File: config.mk
export PLATFORM = sky130hd
export DESIGN_NAME = input_capture_ff
export DESIGN_NICKNAME = d
export VERILOG_FILES = /design/src/rtl/input_capture_ff.sv
export SDC_FILE = /design/constraint.sdc
export NUM_CORES = 1
export LEC_CHECK = 0
export BUFFER_PORTS_ARGS = -buffer_cell sky130_fd_sc_hd__buf_2
export CORE_AREA = 10 10 47 49
export CTS_CLUSTER_SIZE = 20
export DETAILED_ROUTE_END_ITERATION = 7
export DIE_AREA = 0 0 57 59
export GPL_TIMING_DRIVEN = 0
export PLACE_DENSITY = 0.4
export SETUP_SLACK_MARGIN = 0.15
export SYNTH_ARGS = -nofsm -noshare
export SYNTH_HDL_FRONTEND = slang
export SYNTH_SLANG_ARGS = --single-unit
File: constraint.sdc
create_clock -name CLOCK -period 1.5 [get_ports CLOCK]
set_clock_uncertainty 0.05 [all_clocks]
set_input_delay 0 -clock CLOCK [delete_from_list [all_inputs] [get_ports CLOCK]]
set_output_delay 0 -clock CLOCK [all_outputs]
set_load 0.02 [all_outputs]
File: src/rtl/input_capture_ff.sv
// input_capture_ff: pad input synchronizer with per-bit glitch filter and edge pulses.
// Stage 0 is written as a plain sync-reset flop so it packs into the IO-cell input register (IFS1P3IX/JX).
module input_capture_ff #(
  parameter int WIDTH = 1,
  parameter int SYNC_STAGES = 2,
  parameter int FILTER_CYCLES = 4,
  parameter int SAMPLE_DIV = 1,
  parameter int RESET_VALUE = 0
) (
  input  logic             CLOCK,
  input  logic             RESET,
  input  logic [WIDTH-1:0] PIN,
  output logic [WIDTH-1:0] LEVEL,
  output logic [WIDTH-1:0] RISE,
  output logic [WIDTH-1:0] FALL
);
  localparam int PW = SAMPLE_DIV > 1 ? $clog2(SAMPLE_DIV) : 1;
  localparam int CW = $clog2(FILTER_CYCLES + 1);
  localparam logic [WIDTH-1:0] RV = {WIDTH{1'(RESET_VALUE)}};
  (* syn_useioff = 1 *) logic [WIDTH-1:0] pad_q;
  logic [(SYNC_STAGES-1)*WIDTH-1:0] fab;
  logic [WIDTH-1:0] sync;
  logic [PW-1:0] pre;
  logic tick;
  logic [CW-1:0] cnt [WIDTH];
  logic [WIDTH-1:0] acc;
  always_ff @(posedge CLOCK) pad_q <= RESET ? RV : PIN;
  if (SYNC_STAGES > 2) begin : g_deep
    always_ff @(posedge CLOCK) fab <= RESET ? {(SYNC_STAGES-1){RV}} : {fab[(SYNC_STAGES-2)*WIDTH-1:0], pad_q};
  end else begin : g_one
    always_ff @(posedge CLOCK) fab <= RESET ? RV : pad_q;
  end
  assign sync = fab[(SYNC_STAGES-1)*WIDTH-1 -: WIDTH];
  assign tick = pre == PW'(SAMPLE_DIV - 1);
  // a bit is accepted on the tick where its differing run reaches FILTER_CYCLES samples
  always_comb begin
    acc = '0;
    for (int k = 0; k < WIDTH; k++) acc[k] = tick && sync[k] != LEVEL[k] && cnt[k] == CW'(FILTER_CYCLES - 1);
  end
  always_ff @(posedge CLOCK) begin
    if (RESET) begin
      pre <= '0;
      LEVEL <= RV;
      RISE <= '0;
      FALL <= '0;
      for (int k = 0; k < WIDTH; k++) cnt[k] <= '0;
    end else begin
      pre <= tick ? '0 : pre + 1'b1;
      LEVEL <= LEVEL ^ acc;
      RISE <= acc & sync;
      FALL <= acc & ~sync;
      for (int k = 0; k < WIDTH; k++)
        if (tick) cnt[k] <= (sync[k] != LEVEL[k] && !acc[k]) ? cnt[k] + 1'b1 : '0;
    end
  end
endmodule

==> out/metrics.csv, run 1 <==
stage,metric,value,unit
timing,Final TNS setup,0,ps
timing,final hold vios,0,
setup_path,Buffers & Inverters on Critical Path,0,
setup_path,FF-to-FF End,cnt[0][0],
layout,Layout Area Growth over Synthesis,38.6,%
worst_hold_path,hold crit path type,reg -> reg,
layout,proportion of layout cells with a drive suffix above 1,39.0,%
clock_tree,Worst-path clk slew,60,ps
global_route,vias in the first global route,268,
place,IO Port Bufs,5,
timing,Tcrit/Tclk final,85.6,%
setup_path,Reg2Reg Launch Point,cnt[0][0],
setup_path,"reg-to-reg slack, setup",220,ps
route,Avg Vias per Cell,4.16,
global_route,All-Layer GR Usage,4.33,%
pwr,Pleak,0.200,nW
logic_synthesis,Post-synth EDFFs,3,
setup_path,CP startpoint kind,register,
global_route,largest net degree at the start of global routing,8,
timing,max-slew violations,0,
clock_tree,Root Buffer,clkbuf_4,
pwr,Pwr Density,966,nW/um^2
job,Max Cap Viol,0,
clock_tree,H-tree level count,1,
global_route,M1 GR Usage,3.83,%
clock_tree,Worst-Skew Late Latency,260,ps
setup_path,CP top delay family,flip-flops,
logic_synthesis,Most used DFF post-synth,dfxtp_1,
die,Die Wd,57,microns
logic_synthesis,Synth Cell Area,357,sq um
route,DRT Pass-1 Iters,1,
setup_path,crit-path max FO,7,
die,Die Y,59,microns
layout,Layout Nets,47,
setup_path,crit-path cells,ha_2 > ha_4 > nor4b_1,
logic_synthesis,sequential-to-total area share from yosys stat,58.9,%
timing,# setup viols final,0,
logic_synthesis,Yosys reg bits,9,
setup_path,Setup crit end,cnt[0][0],
setup_path,"slowest stage delay, CP",400,ps
global_route,initial antenna violation count,0,
route,drt drc,0,
die,core area,1400,sq um
timing,Period minus WS final,1280,ps
timing,max frequency,0.779,GHz
die,Initial Util,25.4,%
global_route,Overflow after GRT,0,
clock_tree,CTS tree,built,
route,initial DRC count,0,
global_route,GRT met3 Usage,4.08,%
logic_synthesis,"Distinct cells, synth",15,
die,die area,3360,sq um
place,gpl congestion,0.618,
setup_path,Critical Path RT,1530,ps
setup_path,Worst path slowest cell,edfxtp_1,
die,io pins,6,
setup_path,Critical Path Start,cnt[0][0],
logic_synthesis,Area contributors post-synth,"dfxtp_1, edfxtp_1, ha_1",
place,HPWL Detailed,399,microns
worst_hold_path,Worst Hold Launch,pad_q,
die,std cell rows,14,
global_route,first-pass GRT wire length,1120,microns
setup_path,WP depth,3,
logic_synthesis,Ys Warns,0,
route,Post-Route WL,605,microns
setup_path,"Data arrival, critical path",1310,ps
clock_tree,Max clock buf depth,2,
global_route,routing usage on met2,7.13,%
clock_tree,count of clock tree sinks,9,
global_route,gr busiest metal,met2,
pwr,Final Power,0.477,mW
logic_synthesis,leading area contributor after synthesis,dfxtp_1,
logic_synthesis,Post-Syn Area per Cell,13.2,sq um
logic_synthesis,area share of the largest cell type after synthesis,33.7,%
layout,Antenna Cells,0,
clock_tree,cts bufs inserted,3,
logic_synthesis,"count leader, synth",dfxtp_1,
pwr,Peak VDD IR,0.000454,V
logic_synthesis,Syn Nets,32,
setup_path,CP Class,reg -> reg,
route,via count,237,
logic_synthesis,most frequent cells after synthesis,"dfxtp_1, edfxtp_1, nor2b_1",
setup_path,crit end category,register,
logic_synthesis,Post-Synthesis Cells,27,
route,WL/cell,10.6,microns
status,status,"finished, final reports clean",
setup_path,FF-to-FF path depth,3,
layout,Filler Cell Count,142,
timing,RSZ-0062 raised after global routing,no,
route,"antenna viol nets, final",0,
logic_synthesis,Async SR Flop Fraction,0,%
==> power by group <==
group	switching, mW	internal (mW)
Clock	0.0790	0.102
Sequential	0.00420	0.260
Combinational	0.0125	0.0198
Total	0.0957	0.382
==> sequential cells by signal, indices dropped and copies added (netlist names) <==
name,count
pre,1
fab,1
pad_q,1
RISE,1
FALL,1
cnt,3
LEVEL,1
==> worst min-delay path by stage <==
stage / slack (ps) / end / cells past startpoint
2_1_floorplan: 20 / fab / 1
3_3_place_gp: 170 / pad_q / 2
3_5_place_dp: 170 / pad_q / 2
4_1_cts: 390 / fab / 1
5_1_grt: 420 / fab / 1
6_report: 390 / fab / 1
==> cells by family (layout without fill, tap and decap cells) <==
kind of cell / after synthesis / in the layout / synth area share (%)
AND/OR/NAND/NOR: 12 / 12 / 28.1
AO/OA/AOI/OAI: 1 / 1 / 1.40
XOR/XNOR: 1 / 1 / 2.46
buffers and inverters: 1 / 15 / 1.05
adder cells (fa/ha/maj): 2 / 2 / 7.02
flip-flops: 9 / 9 / 58.9
other: 1 / 1 / 1.05
==> per-stage QoR <==
step / hold slack (ps) / area, sq um / util, % / std cells / setup WS, ps
detailed placement: 175 / 402 / 28.7 / 48 / 99.6
global placement: 169 / 402 / 28.7 / 48 / 131
global route: 422 / 494 / 35.3 / 57 / 180
floorplan: 21.6 / 357 / - / 27 / 188
finish: 386 / 494 / 35.3 / 57 / 217
CTS: 390 / 477 / 34.0 / 56 / 167
==> layer usage <==
layer  part of all wire [%]  routed length (microns)
met1                     42                      257
met2                     49                      294
met3                    8.6                       52
met4                      0                        0
met5                      0                        0
==> cells in the final DEF, fill, tap and decap left out <==
master	n
and4b_2	2
and4bb_2	1
buf_2	5
buf_4	2
clkbuf_1	1
clkbuf_4	3
conb_1	1
dfxtp_1	6
dlygate4sd3_1	3
edfxtp_1	3
ha_2	1
ha_4	1
inv_1	1
nand2b_1	1
nand4bb_1	1
nor2_1	1
nor2b_1	3
nor4b_1	1
nor4b_2	1
o21ai_0	1
or2b_1	1
xnor2_1	1
==> final cells by class <==
| cell class | instances | area, sq um | share of cell area, % |
|---|---|---|---|
| clock buffers | 4 | 26.3 | 5.32 |
| inverters | 1 | 3.75 | 0.759 |
| multi-input cells | 17 | 164 | 33.2 |
| flip-flops and latches | 9 | 210 | 42.5 |
| well taps | 16 | 20.0 | 4.05 |
| repair buffers | 10 | 70.1 | 14.2 |
==> what timing repair did <==
action                                  in CTS  in global routing
endpoints found under the setup margin       3                  3
buffers inserted                             1                  1
resized for setup                            3                  1
pin swaps                                    0                  2
hold buffers                                 3                  0
endpoints found under the hold margin        2                  0
Note: power is estimated with default switching activity, not from simulation.
==> run 2: changes to the inputs <==
--- a/config.mk
+++ b/config.mk
@@ -11,6 +11,7 @@
 export DETAILED_ROUTE_END_ITERATION = 7
 export DIE_AREA = 0 0 57 59
 export GPL_TIMING_DRIVEN = 0
+export MAX_ROUTING_LAYER = met4
 export PLACE_DENSITY = 0.4
 export SETUP_SLACK_MARGIN = 0.15
 export SYNTH_ARGS = -nofsm -noshare
==> run 2 against run 1 <==
Flip-flop and latch count unchanged. Register-to-register slack about the same. Non-clock buffer count did not move. Worst hold slack about the same. Largest cell class unchanged.
==> out/metrics.csv, run 2 (synthesis gave the netlist of run 1 again) <==
stage,metric,value,unit
place,HPWL Detailed,399,microns
status,status,"finished, final reports clean",
layout,Reg area,210,sq um
global_route,largest net degree at the start of global routing,8,
die,core area,1400,sq um
setup_path,FF-to-FF path depth,3,
pwr,Logic pwr share,6.7,%
layout,proportion of layout cells with a drive suffix above 1,39.0,%
route,"antenna viol nets, final",0,
layout,max reg flops,3,
global_route,vias in the first global route,267,
pwr,Switching Share,20.2,%
timing,worst hold slack,386,ps
global_route,first-pass GRT wire length,1120,microns
layout,Top reg by flops,cnt,
worst_hold_path,Hold Crit Depth,1,
die,Die Wd,57,microns
global_route,GRT met3 Usage,3.86,%
setup_path,crit-path max FO,7,
die,Initial Util,25.4,%
timing,Tcrit/Tclk final,85.6,%
global_route,gr busiest metal,met2,
timing,max-slew violations,0,
layout,Layout Nets,47,
pwr,P_sw,0.0967,mW
route,Post-Route WL,600,microns
layout,Layout Area Growth over Synthesis,38.6,%
setup_path,"Data arrival, critical path",1310,ps
place,DP Area,402,sq um
die,die area,3360,sq um
setup_path,FF-to-FF End,cnt[0][0],
die,std cell rows,14,
clock_tree,Root Buffer,clkbuf_4,
clock_tree,Worst-path clk slew,60,ps
timing,max frequency,0.779,GHz
clock_tree,cts bufs inserted,3,
layout,area of the multi-input gates,164,sq um
global_route,initial antenna violation count,0,
route,DRT Pass-1 Iters,2,
timing,RSZ-0062 raised after global routing,no,
place,placed insts,48,
setup_path,CP Class,reg -> reg,
pwr,Internal,0.382,mW
layout,"commonest non-fill, non-tap cell in the layout",dfxtp_1,
timing,Final TNS setup,0,ps
setup_path,crit end category,register,
timing,Period minus WS final,1280,ps
global_route,routing usage on met2,7.13,%
pwr,sequential share of power,55.1,%
clock_tree,count of clock tree sinks,9,
route,initial DRC count,1,
route,drt drc,0,
layout,most frequent cells in the layout,"dfxtp_1, buf_2",
pwr,Peak VDD IR,0.000455,V
clock_tree,CTS tree,built,
layout,"Design Area, Final",494,sq um
route,Avg Vias per Cell,4.21,
worst_hold_path,Hold Path Sink,fab,
clock_tree,H-tree level count,1,
worst_hold_path,Worst Hold Launch,pad_q,
setup_path,Critical Path RT,1530,ps
pwr,Clock Power Share,38.1,%
global_route,M1 GR Usage,3.95,%
pwr,Pwr Density,968,nW/um^2
pwr,Pleak,0.200,nW
timing,final hold vios,0,
global_route,All-Layer GR Usage,4.46,%
setup_path,CP startpoint kind,register,
layout,"non-filler cells, final",57,
die,Die Y,59,microns
place,gpl congestion,0.623,
die,io pins,6,
layout,Antenna Cells,0,
layout,Filler Cell Count,142,
timing,# setup viols final,0,
clock_tree,Max clock buf depth,2,
job,Max Cap Viol,0,
global_route,Overflow after GRT,0,
setup_path,"reg-to-reg slack, setup",220,ps
clock_tree,Worst-Skew Late Latency,260,ps
route,via count,240,
worst_hold_path,hold crit path type,reg -> reg,
setup_path,Reg2Reg Launch Point,cnt[0][0],
place,IO Port Bufs,5,
route,WL/cell,10.5,microns
==> run 2: cell counts in the layout (fill, tap and decap cells not counted) <==
No cell type changed its count.
==> run 2: how the worst max path moves through the flow <==
stage / startpoint / cells after the start / end / slack (ps)
finish: cnt[0][0] / 3 / cnt[0][0] / 220
global route: cnt[0][1] / 3 / cnt[0][0] / 180
CTS: cnt[0][0] / 3 / cnt[0][2] / 170
detailed placement: cnt[0][0] / 3 / cnt[0][2] / 100
global placement: cnt[0][0] / 3 / cnt[0][0] / 130
floorplan: cnt[0][0] / 3 / cnt[0][2] / 190
==> run 2: timing repair <==
action,4_1_cts,5_1_grt
endpoints found under the setup margin,3,3
buffers inserted,1,1
hold endpoints to repair,2,0
gates cloned,0,0
pin swaps,0,2
resized for setup,3,1
hold buffers,3,0
==> run 2: layout make-up <==
cell class / instances / area share, %
tap: 16 / 4.05
clock buffer: 4 / 5.32
sequential: 9 / 42.5
timing repair buffer: 10 / 14.2
inverter: 1 / 0.759
multi-input combinational: 17 / 33.2
==> run 2: routing by layer <==
metal | vias up | wire [microns]
met1 | 108 | 263
met4 | 0 | 0
met5 | - | 0
li1 | 125 | -
met3 | 0 | 46
met2 | 7 | 290
==> run 2: worst max-delay path: stages (launching register included) <==
cell      delay (ps)
edfxtp_1         400
ha_2             200
ha_4             180
nor4b_1          270
==> run 2: power by group through the flow <==
| stage | Sequential [mW] | Combinational [mW] | Clock [mW] |
|---|---|---|---|
| 3_3_place_gp | 0.269 | 0.0182 | 0 |
| 5_1_grt | 0.264 | 0.0365 | 0.209 |
| 6_report | 0.264 | 0.0322 | 0.182 |
| 3_5_place_dp | 0.269 | 0.0184 | 0 |
| 4_1_cts | 0.264 | 0.0280 | 0.190 |
| 2_1_floorplan | 0.268 | 0.0119 | 0 |
==> run 2: metrics by stage <==
step / setup WS [ps] / utilization, % / total power, mW
5_1_grt: 180 / 35.3 / 0.509
4_1_cts: 167 / 34.0 / 0.481
6_report: 217 / 35.3 / 0.478
3_5_place_dp: 99.6 / 28.7 / 0.288
2_1_floorplan: 188 / - / 0.280
3_3_place_gp: 131 / 28.7 / 0.287
==> run 3: changes to the inputs <==
--- a/config.mk
+++ b/config.mk
@@ -12,7 +12,7 @@
 export DIE_AREA = 0 0 57 59
 export GPL_TIMING_DRIVEN = 0
 export MAX_ROUTING_LAYER = met4
-export PLACE_DENSITY = 0.4
+export PLACE_DENSITY = 0.41
 export SETUP_SLACK_MARGIN = 0.15
 export SYNTH_ARGS = -nofsm -noshare
 export SYNTH_HDL_FRONTEND = slang
==> run 3 against run 2 <==
Wire length fell by 6.7%. Flip-flop and latch count is the same. Worst hold slack better by 9.8 ps. Highest routed layer is now met4. Sequential share of layout area rose by 0.99 points. Die area unchanged. Critical path depth is the same. Sequential power barely moved.
==> out/metrics.csv, run 3 (synthesis gave the netlist of run 1 again) <==
stage,metric,value,unit
status,status,"finished, final reports clean",
timing,RSZ-0062 raised after global routing,no,
timing,Tcrit/Tclk final,84.4,%
layout,Reg area,210,sq um
job,Max Cap Viol,0,
global_route,All-Layer GR Usage,3.97,%
global_route,largest net degree at the start of global routing,8,
clock_tree,Max clock buf depth,2,
global_route,initial antenna violation count,0,
route,WL/cell,10.2,microns
setup_path,crit-path max FO,2,
layout,area of the multi-input gates,170,sq um
clock_tree,cts bufs inserted,3,
route,via count,234,
die,Die Y,59,microns
pwr,Pwr Density,977,nW/um^2
timing,# setup viols final,0,
die,die area,3360,sq um
clock_tree,Worst-Skew Late Latency,250,ps
layout,Filler Cell Count,147,
setup_path,CP Class,reg -> reg,
die,Die Wd,57,microns
pwr,Pleak,0.190,nW
route,DRT Pass-1 Iters,4,
layout,Layout Nets,45,
worst_hold_path,hold crit path type,reg -> reg,
timing,Period minus WS final,1270,ps
pwr,Peak VDD IR,0.000336,V
route,initial DRC count,4,
timing,Final TNS setup,0,ps
layout,max reg flops,3,
clock_tree,CTS tree,built,
setup_path,crit end category,register,
clock_tree,Root Buffer,clkbuf_4,
place,HPWL Detailed,417,microns
place,IO Port Bufs,5,
layout,"Core Util, Final",34.5,%
clock_tree,count of clock tree sinks,9,
global_route,vias in the first global route,251,
die,std cell rows,14,
global_route,Overflow after GRT,0,
clock_tree,Worst-path clk slew,60,ps
route,"antenna viol nets, final",0,
global_route,first-pass GRT wire length,986,microns
timing,final hold vios,0,
place,gpl congestion,0.635,
die,io pins,6,
die,core area,1400,sq um
setup_path,"Data arrival, critical path",1300,ps
timing,max frequency,0.789,GHz
layout,Layout Area Growth over Synthesis,35.4,%
route,drt drc,0,
die,Initial Util,25.4,%
clock_tree,H-tree level count,1,
timing,max-slew violations,0,
layout,proportion of layout cells with a drive suffix above 1,41.0,%
setup_path,CP startpoint kind,register,
layout,"commonest non-fill, non-tap cell in the layout",dfxtp_1,
route,Avg Vias per Cell,4.25,
layout,Top reg by flops,cnt,
layout,most frequent cells in the layout,"dfxtp_1, buf_2, nor2b_1, clkbuf_4, edfxtp_1",
setup_path,Critical Path RT,1540,ps
layout,Antenna Cells,0,
route,Post-Route WL,560,microns
[run 3: cell types whose count changed in the layout (fill, tap and decap cells not counted)]
| cell | previous run | this run |
|---|---|---|
| nor4b_1 | 1 | 0 |
| dlygate4sd3_1 | 3 | 2 |
| nor4b_2 | 1 | 2 |
| buf_4 | 2 | 1 |
[run 3: power by group]
group	leakage, nW	internal [mW]	switching [mW]	total [mW]
Combinational	0.0927	0.0167	0.0122	0.0288
Sequential	0.0825	0.260	0.00419	0.264
Clock	0.0150	0.102	0.0772	0.179
Total	0.190	0.378	0.0936	0.472
[run 3: timing repair]
item / in CTS / in global routing
buffers inserted: 1 / 0
pin swaps: 0 / 1
gates cloned: 0 / 0
endpoints found under the setup margin: 3 / 2
hold endpoints to repair: 2 / 0
resized for setup: 3 / 2
hold buffers: 2 / 0
[run 3: layout make-up]
type	instances	area share (%)
flip-flops and latches	9	43.5
inverters	1	0.777
clock buffers	4	5.44
repair buffers	8	10.9
well taps	16	4.15
multi-input cells	17	35.2
[run 3: stage by stage]
stage / hold slack [ps] / setup WS (ps) / area (sq um) / instances / power [mW]
after global routing: 413 / 162 / 483 / 55 / 0.492
after detailed placement: 180 / 83.8 / 402 / 48 / 0.288
final: 396 / 233 / 483 / 55 / 0.472
after floorplan: 21.6 / 188 / 357 / 27 / 0.280
after CTS: 403 / 174 / 470 / 55 / 0.476
after global placement: 167 / 119 / 402 / 48 / 0.287
[run 3: worst max-delay path: stages, from the launching register on]
cell	delay [ps]
edfxtp_1	390
ha_2	210
ha_4	210
nor4b_2	240
[run 3: final timing paths]
kind	start	slack, ps	depth (start not counted)	to
min reg2reg	pad_q	400	1	fab
max reg2reg	cnt[0][0]	230	3	cnt[0][2]
max	cnt[0][0]	230	3	cnt[0][2]
min	pad_q	400	1	fab
[run 3: routing by layer]
metal | wire [microns] | global-route usage (%)
met5 | 0 | -
met4 | 8 | 4.03
met3 | 31 | 2.15
met2 | 250 | 4.96
met1 | 269 | 4.20
